==> src/rtl/rv32i_encoder_if.sv <==
// Field/handshake bundle between an instruction source and rv32i_encoder, plus the
// one-hot bit positions shared with the decoder. i_muldiv exists only when RV32M_EN is defined.
`ifndef RV32I_ENC_DEFS
`define RV32I_ENC_DEFS
`define OPCODE_WIDTH   9
`define ENC_OP_RTYPE   0
`define ENC_OP_ITYPE   1
`define ENC_OP_LOAD    2
`define ENC_OP_STORE   3
`define ENC_OP_BRANCH  4
`define ENC_OP_JAL     5
`define ENC_OP_JALR    6
`define ENC_OP_LUI     7
`define ENC_OP_AUIPC   8
`define ALU_WIDTH      14
`define ENC_ALU_ADD    0
`define ENC_ALU_SUB    1
`define ENC_ALU_SLL    2
`define ENC_ALU_SLT    3
`define ENC_ALU_SLTU   4
`define ENC_ALU_XOR    5
`define ENC_ALU_SRL    6
`define ENC_ALU_SRA    7
`define ENC_ALU_OR     8
`define ENC_ALU_AND    9
`define ENC_ALU_EQ     10
`define ENC_ALU_NEQ    11
`define ENC_ALU_GE     12
`define ENC_ALU_GEU    13
`endif

interface rv32i_encoder_if;
    logic                     i_valid;
    logic                     o_ready;
    logic [`OPCODE_WIDTH-1:0] i_opcode;
    logic [`ALU_WIDTH-1:0]    i_alu_op;
    logic [2:0]               i_mem_funct3;
    logic [4:0]               i_rs1_addr;
    logic [4:0]               i_rs2_addr;
    logic [4:0]               i_rd_addr;
    logic [31:0]              i_imm;
`ifdef RV32M_EN
    logic [7:0]               i_muldiv;
`endif
    logic                     o_valid;
    logic                     i_ready;
    logic [31:0]              o_inst;
    logic [31:0]              o_addr;

    modport master (
`ifdef RV32M_EN
        output i_muldiv,
`endif
        output i_valid, i_opcode, i_alu_op, i_mem_funct3, i_rs1_addr, i_rs2_addr,
        output i_rd_addr, i_imm, i_ready,
        input  o_ready, o_valid, o_inst, o_addr
    );

    modport slave (
`ifdef RV32M_EN
        input  i_muldiv,
`endif
        input  i_valid, i_opcode, i_alu_op, i_mem_funct3, i_rs1_addr, i_rs2_addr,
        input  i_rd_addr, i_imm, i_ready,
        output o_ready, o_valid, o_inst, o_addr
    );
endinterface

==> src/rtl/rv32i_encoder.sv <==
// Single-stage RV32I encoder: one-hot decoded fields in, instruction word and IMEM address out.
// Define RV32M_EN to add MUL/DIV encoding through i_muldiv.
module rv32i_encoder #(
    parameter logic [31:0] BASE_ADDR = 32'h0000_0000,
    parameter int          ERR_CNT_W = 8
) (
    input  logic                 clk,
    input  logic                 rst,
    rv32i_encoder_if.slave       bus,
    input  logic                 i_clear,
    output logic                 o_err,
    output logic [ERR_CNT_W-1:0] o_err_cnt
);

    logic [`OPCODE_WIDTH-1:0] op;
    logic [`ALU_WIDTH-1:0]    alu;
    logic [31:0]              imm;
    logic [4:0]               rs1, rs2, rd;
    logic [2:0]               mem_f3;

    assign op     = bus.i_opcode;
    assign alu    = bus.i_alu_op;
    assign imm    = bus.i_imm;
    assign rs1    = bus.i_rs1_addr;
    assign rs2    = bus.i_rs2_addr;
    assign rd     = bus.i_rd_addr;
    assign mem_f3 = bus.i_mem_funct3;

    logic valid_reg, valid_next;
    logic [31:0] inst_reg, inst_next;
    logic [31:0] addr_reg, addr_next;
    logic err_reg, err_next;
    logic [ERR_CNT_W-1:0] err_cnt_reg, err_cnt_next;

    logic ready, accept, xfer;
    assign ready  = !valid_reg || bus.i_ready;
    assign accept = bus.i_valid && ready;
    assign xfer   = valid_reg && bus.i_ready;

    logic op_onehot, alu_onehot;
    assign op_onehot  = (op != '0) && ((op & (op - `OPCODE_WIDTH'(1))) == '0);
    assign alu_onehot = (alu != '0) && ((alu & (alu - `ALU_WIDTH'(1))) == '0);

    // With alu one-hot, each funct3 bit is the OR of the ops that set it.
    logic [2:0] alu_f3, br_f3;
    logic r_ok, i_ok, br_ok, alt, shift;
    assign alu_f3[2] = alu[`ENC_ALU_XOR] | alu[`ENC_ALU_SRL] | alu[`ENC_ALU_SRA] |
                       alu[`ENC_ALU_OR]  | alu[`ENC_ALU_AND];
    assign alu_f3[1] = alu[`ENC_ALU_SLT] | alu[`ENC_ALU_SLTU] | alu[`ENC_ALU_OR] | alu[`ENC_ALU_AND];
    assign alu_f3[0] = alu[`ENC_ALU_SLL] | alu[`ENC_ALU_SLTU] | alu[`ENC_ALU_SRL] |
                       alu[`ENC_ALU_SRA] | alu[`ENC_ALU_AND];
    assign r_ok  = |alu[`ENC_ALU_AND:`ENC_ALU_ADD];
    assign i_ok  = r_ok && !alu[`ENC_ALU_SUB];
    assign alt   = alu[`ENC_ALU_SUB] | alu[`ENC_ALU_SRA];
    assign shift = alu[`ENC_ALU_SLL] | alu[`ENC_ALU_SRL] | alu[`ENC_ALU_SRA];

    assign br_f3[2] = alu[`ENC_ALU_SLT] | alu[`ENC_ALU_GE] | alu[`ENC_ALU_SLTU] | alu[`ENC_ALU_GEU];
    assign br_f3[1] = alu[`ENC_ALU_SLTU] | alu[`ENC_ALU_GEU];
    assign br_f3[0] = alu[`ENC_ALU_NEQ] | alu[`ENC_ALU_GE] | alu[`ENC_ALU_GEU];
    assign br_ok    = alu[`ENC_ALU_EQ] | alu[`ENC_ALU_NEQ] | alu[`ENC_ALU_SLT] |
                      alu[`ENC_ALU_GE] | alu[`ENC_ALU_SLTU] | alu[`ENC_ALU_GEU];

    // Immediate fits when every bit above the format's sign bit equals the sign bit.
    logic fits12, fits13, fits21;
    assign fits12 = (&imm[31:11]) || (imm[31:11] == '0);
    assign fits13 = (&imm[31:12]) || (imm[31:12] == '0);
    assign fits21 = (&imm[31:20]) || (imm[31:20] == '0);

`ifdef RV32M_EN
    logic [7:0] md;
    logic [2:0] md_f3;
    logic       md_onehot;
    assign md        = bus.i_muldiv;
    assign md_onehot = (md != '0) && ((md & (md - 8'd1)) == '0);
    always_comb begin
        md_f3 = 3'd0;
        for (int k = 0; k < 8; k++) begin
            if (md[k]) md_f3 = 3'(k);
        end
    end
`endif

    logic [31:0] inst_enc;
    logic        legal;

    always_comb begin
        inst_enc = '0;
        legal    = 1'b0;
        if (op[`ENC_OP_RTYPE]) begin
            inst_enc = {1'b0, alt, 5'b0, rs2, rs1, alu_f3, rd, 7'b0110011};
            legal    = alu_onehot && r_ok;
        end else if (op[`ENC_OP_ITYPE]) begin
            if (shift) begin
                inst_enc = {1'b0, alt, 5'b0, imm[4:0], rs1, alu_f3, rd, 7'b0010011};
                legal    = alu_onehot && (imm[31:5] == '0);
            end else begin
                inst_enc = {imm[11:0], rs1, alu_f3, rd, 7'b0010011};
                legal    = alu_onehot && i_ok && fits12;
            end
        end else if (op[`ENC_OP_LOAD]) begin
            inst_enc = {imm[11:0], rs1, mem_f3, rd, 7'b0000011};
            legal    = fits12;
        end else if (op[`ENC_OP_JALR]) begin
            inst_enc = {imm[11:0], rs1, 3'b000, rd, 7'b1100111};
            legal    = fits12;
        end else if (op[`ENC_OP_STORE]) begin
            inst_enc = {imm[11:5], rs2, rs1, mem_f3, imm[4:0], 7'b0100011};
            legal    = fits12;
        end else if (op[`ENC_OP_BRANCH]) begin
            inst_enc = {imm[12], imm[10:5], rs2, rs1, br_f3, imm[4:1], imm[11], 7'b1100011};
            legal    = alu_onehot && br_ok && fits13 && !imm[0];
        end else if (op[`ENC_OP_JAL]) begin
            inst_enc = {imm[20], imm[10:1], imm[11], imm[19:12], rd, 7'b1101111};
            legal    = fits21 && !imm[0];
        end else if (op[`ENC_OP_LUI]) begin
            inst_enc = {imm[31:12], rd, 7'b0110111};
            legal    = (imm[11:0] == '0);
        end else if (op[`ENC_OP_AUIPC]) begin
            inst_enc = {imm[31:12], rd, 7'b0010111};
            legal    = (imm[11:0] == '0);
        end
`ifdef RV32M_EN
        if (md != '0) begin
            inst_enc = {7'b0000001, rs2, rs1, md_f3, rd, 7'b0110011};
            legal    = op[`ENC_OP_RTYPE] && md_onehot;
        end
`endif
        if (!op_onehot) legal = 1'b0;
    end

    always_comb begin
        valid_next   = valid_reg;
        inst_next    = inst_reg;
        addr_next    = addr_reg;
        err_next     = 1'b0;
        err_cnt_next = err_cnt_reg;
        if (xfer) valid_next = 1'b0;
        if (accept) begin
            if (legal) begin
                valid_next = 1'b1;
                inst_next  = inst_enc;
            end else begin
                err_next = 1'b1;
                if (err_cnt_reg != '1) err_cnt_next = err_cnt_reg + ERR_CNT_W'(1);
            end
        end
        // A clear in the same cycle as a transfer still restarts at the base address.
        if (i_clear)   addr_next = BASE_ADDR;
        else if (xfer) addr_next = addr_reg + 32'd4;
    end

    always_ff @(posedge clk) begin
        if (rst) begin
            valid_reg   <= 1'b0;
            inst_reg    <= '0;
            addr_reg    <= BASE_ADDR;
            err_reg     <= 1'b0;
            err_cnt_reg <= '0;
        end else begin
            valid_reg   <= valid_next;
            inst_reg    <= inst_next;
            addr_reg    <= addr_next;
            err_reg     <= err_next;
            err_cnt_reg <= err_cnt_next;
        end
    end

    assign bus.o_ready = ready;
    assign bus.o_valid = valid_reg;
    assign bus.o_inst  = inst_reg;
    assign bus.o_addr  = addr_reg;
    assign o_err       = err_reg;
    assign o_err_cnt   = err_cnt_reg;

endmodule

==> src/flat_wrapper.sv <==
// flat-port wrapper written by rule: the top's interface ports become plain ports
module rv32i_encoder_flat 
#(
    parameter logic [31:0] BASE_ADDR = 32'h0000_0000,
    parameter int          ERR_CNT_W = 8
)
  (clk, rst, i_clear, o_err, o_err_cnt, bus_i_valid, bus_i_opcode, bus_i_alu_op, bus_i_mem_funct3, bus_i_rs1_addr, bus_i_rs2_addr, bus_i_rd_addr, bus_i_imm, bus_i_ready, bus_o_ready, bus_o_valid, bus_o_inst, bus_o_addr);
  rv32i_encoder_if bus_i ();
  input  logic clk;
  input  logic rst;
  input  logic i_clear;
  output logic o_err;
  output logic [ERR_CNT_W-1:0] o_err_cnt;
  input wire logic [$bits(bus_i.i_valid)-1:0] bus_i_valid;
  input wire logic [$bits(bus_i.i_opcode)-1:0] bus_i_opcode;
  input wire logic [$bits(bus_i.i_alu_op)-1:0] bus_i_alu_op;
  input wire logic [$bits(bus_i.i_mem_funct3)-1:0] bus_i_mem_funct3;
  input wire logic [$bits(bus_i.i_rs1_addr)-1:0] bus_i_rs1_addr;
  input wire logic [$bits(bus_i.i_rs2_addr)-1:0] bus_i_rs2_addr;
  input wire logic [$bits(bus_i.i_rd_addr)-1:0] bus_i_rd_addr;
  input wire logic [$bits(bus_i.i_imm)-1:0] bus_i_imm;
  input wire logic [$bits(bus_i.i_ready)-1:0] bus_i_ready;
  output wire logic [$bits(bus_i.o_ready)-1:0] bus_o_ready;
  output wire logic [$bits(bus_i.o_valid)-1:0] bus_o_valid;
  output wire logic [$bits(bus_i.o_inst)-1:0] bus_o_inst;
  output wire logic [$bits(bus_i.o_addr)-1:0] bus_o_addr;
  assign bus_i.i_valid = bus_i_valid;
  assign bus_i.i_opcode = bus_i_opcode;
  assign bus_i.i_alu_op = bus_i_alu_op;
  assign bus_i.i_mem_funct3 = bus_i_mem_funct3;
  assign bus_i.i_rs1_addr = bus_i_rs1_addr;
  assign bus_i.i_rs2_addr = bus_i_rs2_addr;
  assign bus_i.i_rd_addr = bus_i_rd_addr;
  assign bus_i.i_imm = bus_i_imm;
  assign bus_i.i_ready = bus_i_ready;
  assign bus_o_ready = bus_i.o_ready;
  assign bus_o_valid = bus_i.o_valid;
  assign bus_o_inst = bus_i.o_inst;
  assign bus_o_addr = bus_i.o_addr;
  rv32i_encoder #(.BASE_ADDR(BASE_ADDR), .ERR_CNT_W(ERR_CNT_W)) u_core (.clk(clk), .rst(rst), .bus(bus_i), .i_clear(i_clear), .o_err(o_err), .o_err_cnt(o_err_cnt));
endmodule
==> config.mk <==
export PLATFORM = sky130hd
export DESIGN_NAME = rv32i_encoder_flat
export DESIGN_NICKNAME = d
export VERILOG_FILES = /design/src/rtl/rv32i_encoder_if.sv /design/src/rtl/rv32i_encoder.sv /design/src/flat_wrapper.sv
export SDC_FILE = /design/constraint.sdc
export NUM_CORES = 1
export LEC_CHECK = 0
export CORE_UTILIZATION = 41
export DETAILED_ROUTE_END_ITERATION = 12
export PLACE_DENSITY_LB_ADDON = 0.3
export SLEW_MARGIN = 10
export SYNTH_ARGS = -nofsm -noshare
export SYNTH_HDL_FRONTEND = slang
export SYNTH_SLANG_ARGS = --single-unit
==> constraint.sdc <==
create_clock -name clk -period 3.01 [get_ports clk]
set_input_delay 0.7525 -clock clk [delete_from_list [all_inputs] [get_ports clk]]
set_output_delay 0.7525 -clock clk [all_outputs]
set_load 0.02 [all_outputs]
==> reports/summary.txt <==
Outcome - finished, violations left
Failing checks - setup timing
Share of the synthesized area in the top cell type - 34.20%
Syn Std Cell Area - 4156 µm²
Leading cell type by number of instances after synthesis - dfxtp_1
Total number of vias - 5097
Synth top area cells - dfxtp_1 34%, a21oi_1 6.4%, nand2_1 6.1%
DRC - 0
Critical Path Sink Type - register
Cells after synthesis - 547
Cell Pwr Density - 333.1 nW/µm²
Synth warnings - 0
Ratio of final minimum period to clock period - 102.4%
Max Clock Skew - 0.01122 ns
CTS max path bufs - 2
Avg Cell Area, Syn - 7.599 µm²
Die Height - 102.7 µm
Share of layout cells above drive strength 1 - 23.18%
Setup TNS Final - -0.2349 ns
DR WL/cell - 16.11 µm
Crit Path Class - in2reg
Worst Setup Start Kind - input port
First-pass GRT wire length - 23020 µm
1st-iter DRT viols - 222
Rel. slew slack - 62.18%
I/O pin count - 153
Post-synth EDFFs - 0
Drt pass-1 iters - 5
Synthesis-to-layout area growth - 67.88%
Yosys top cell by area - dfxtp_1
Fin util - 71.06%
Fin cells - 918
Hold-fix buffers, CTS - 0
Placed insts - 890
Multi-input gate area - 2838 µm²
Largest net degree at the start of global routing - 42
Total wire length - 14790 µm
Max-slew violation count - 0
Via density - 5.552
Vias in the first global route - 4844
ANT cells - 0
Nets - 860
Clock transition at the registers of the reported paths - 0.08 ns
CTS Sinks - 71
Hpwl dp - 10770 µm
Total of max-cap violations - 0
Final setup viols - 6
Async S/R FF share, synth - 0%
#FFs+latches synth - 71
Worst min path class - reg2reg
PortBufs - 150
Layout fillers - 799
Critical Path AT - 3.37 ns
Pleak - 0.002724 µW
CP max-delay cell - or4b_4
DIE WIDTH - 102.7 µm
Tmin final - 3.083 ns
WL met1 - 6096 µm
Commonest cells post-synth - 71 x dfxtp_1, 68 x nand2_1, 66 x nor2_1, 53 x a21oi_1, 32 x o21ai_0
GRT Total Usage - 28.04%
Synth Flop Type - dfxtp_1
Fmax - 324.3 MHz
Max IR drop VDD - 0.2950 mV
Num CTS Buffers - 9
Clk_lat worst skew - 0.36 ns
Starting Density - 42.33%
Antenna violations before repair - 0
Routed wl met2 - 7252 µm
Slew @ Worst Pin - 0.5673 ns
CP Max Fanout - 6
Critical path required time - 3.30 ns
Clock Tree Root - clkbuf_8
H-tree depth - 3
Final setup margin - -0.07326 ns
Final ANT Viol Nets - 0
Synth cell types - 58
Hold Fails Final Rpt - 0
Placer Congestion - 0.9365
Clock tree from TritonCTS - done
Gr ovfl total - 0
Core Rows - 36
CP peak stage delay - 0.47 ns
Post-synthesis sequential area ratio - 34.20%
Overall power - 2325 µW
Sequential cell area - 1421 µm²
DR WL met3 - 1047 µm
Crit path cell chain - buf_8 -> nor4_4 -> nand4_1 -> a22o_1 -> nand4b_4 -> a221oi_4 -> o21a_2 -> o211ai_4 -> buf_12 -> or4b_4 -> a21oi_2
Die area - 10540 µm²
RSZ-0062 raised after global routing - true
Area of the core - 9819 µm²
DR top layer - met4
-- worst paths after layout --
path / start / end / slack, ns / cells past startpoint
max reg2reg: u_core.bus.o_addr[5]$_SDFFE_PP0P_ / u_core.bus.o_addr[31]$_SDFFE_PP0P_ / 0.79 / 9
max: bus_i_alu_op[4] / u_core.bus.o_inst[2]$_SDFFE_PP0P_ / -0.07 / 11
min: u_core.bus.o_inst[22]$_SDFFE_PP0P_ / u_core.bus.o_inst[22]$_SDFFE_PP0P_ / 0.46 / 2
min reg2reg: u_core.bus.o_inst[22]$_SDFFE_PP0P_ / u_core.bus.o_inst[22]$_SDFFE_PP0P_ / 0.46 / 2
-- critical path, delay by kind of cell --
family	cells	cell delay [ns]
AOI/OAI and AO/OA	5	1.09
and+or+nand+nor	4	1.26
buffers and inverters	2	0.27
-- power by group --
part / internal, µW / switching (µW) / leakage (µW) / total, µW
combinational: 198 / 200 / 0.00203 / 398
clock: 564 / 415 / 0.000126 / 979
sequential: 942 / 5.09 / 0.000572 / 948
-- metal layers --
layer  GRT usage [%]  vias to the layer above
li1                -                     2444
met1           32.50                     2403
met2           48.41                      212
met3           8.000                       38
met4           11.54                        0
met5               0                        -
-- logic make-up (layout without fill, tap and decap cells) --
family | after synthesis | count (layout) | share of synthesized area (%)
multiplexers | 16 | 16 | 3.913
buffers and inverters | 39 | 276 | 4.275
other | 1 | 2 | 0.09022
adder cells (fa/ha/maj) | 3 | 3 | 0.8428
XOR/XNOR | 25 | 25 | 5.268
AND/OR/NAND/NOR | 264 | 264 | 31.82
AO/OA/AOI/OAI | 128 | 128 | 19.60
flip-flops | 71 | 71 | 34.20
-- repair_timing --
action / in CTS / in global routing
pin swaps: 25 / 28
gates resized for setup: 88 / 46
cloned: 1 / 0
endpoints found under the setup margin: 41 / 33
setup buffers: 5 / 8
-- layout make-up --
cell class | instances | area share (%)
repair buffers | 253 | 32.60
multi-input cells | 438 | 40.67
inverters | 7 | 0.3765
clock buffers | 9 | 1.775
well taps | 133 | 2.385
clock inverters | 7 | 1.829
flip-flops and latches | 71 | 20.37
-- placed cells by master, fill, tap and decap left out, types with 7 or more instances in the layout --
cell type,n
and3_1,14
inv_1,7
dfxtp_1,71
buf_6,8
nor3_1,15
dlygate4sd2_1,13
clkbuf_8,9
or3_1,14
xor2_1,19
clkdlybuf4s50_1,119
nor2b_1,8
nand2_1,67
a21oi_1,49
nand4_1,9
nor2_1,64
mux2i_1,13
buf_4,96
o21ai_0,31
nand3_1,19
nor4_1,7
a211o_1,8
and2_1,7
-- registers in the layout, indices dropped and copies added, names as in the netlist --
register	count
u_core.o_err_cnt	8
u_core.bus.o_addr	30
u_core.bus.o_inst	31
u_core.o_err	1
u_core.bus.o_valid	1
-- per-stage QoR --
step	hold WS (ns)	setup slack, ns	cell area (µm²)
3_5_place_dp	0.4501	-0.7472	6385
3_3_place_gp	0.4407	-0.6534	6385
4_1_cts	0.4620	-0.08306	6855
6_report	0.4598	-0.07326	6978
2_1_floorplan	0.5289	0.03855	4160
5_1_grt	0.4833	-0.1407	6978
Power figures use the tool's default switching activity.
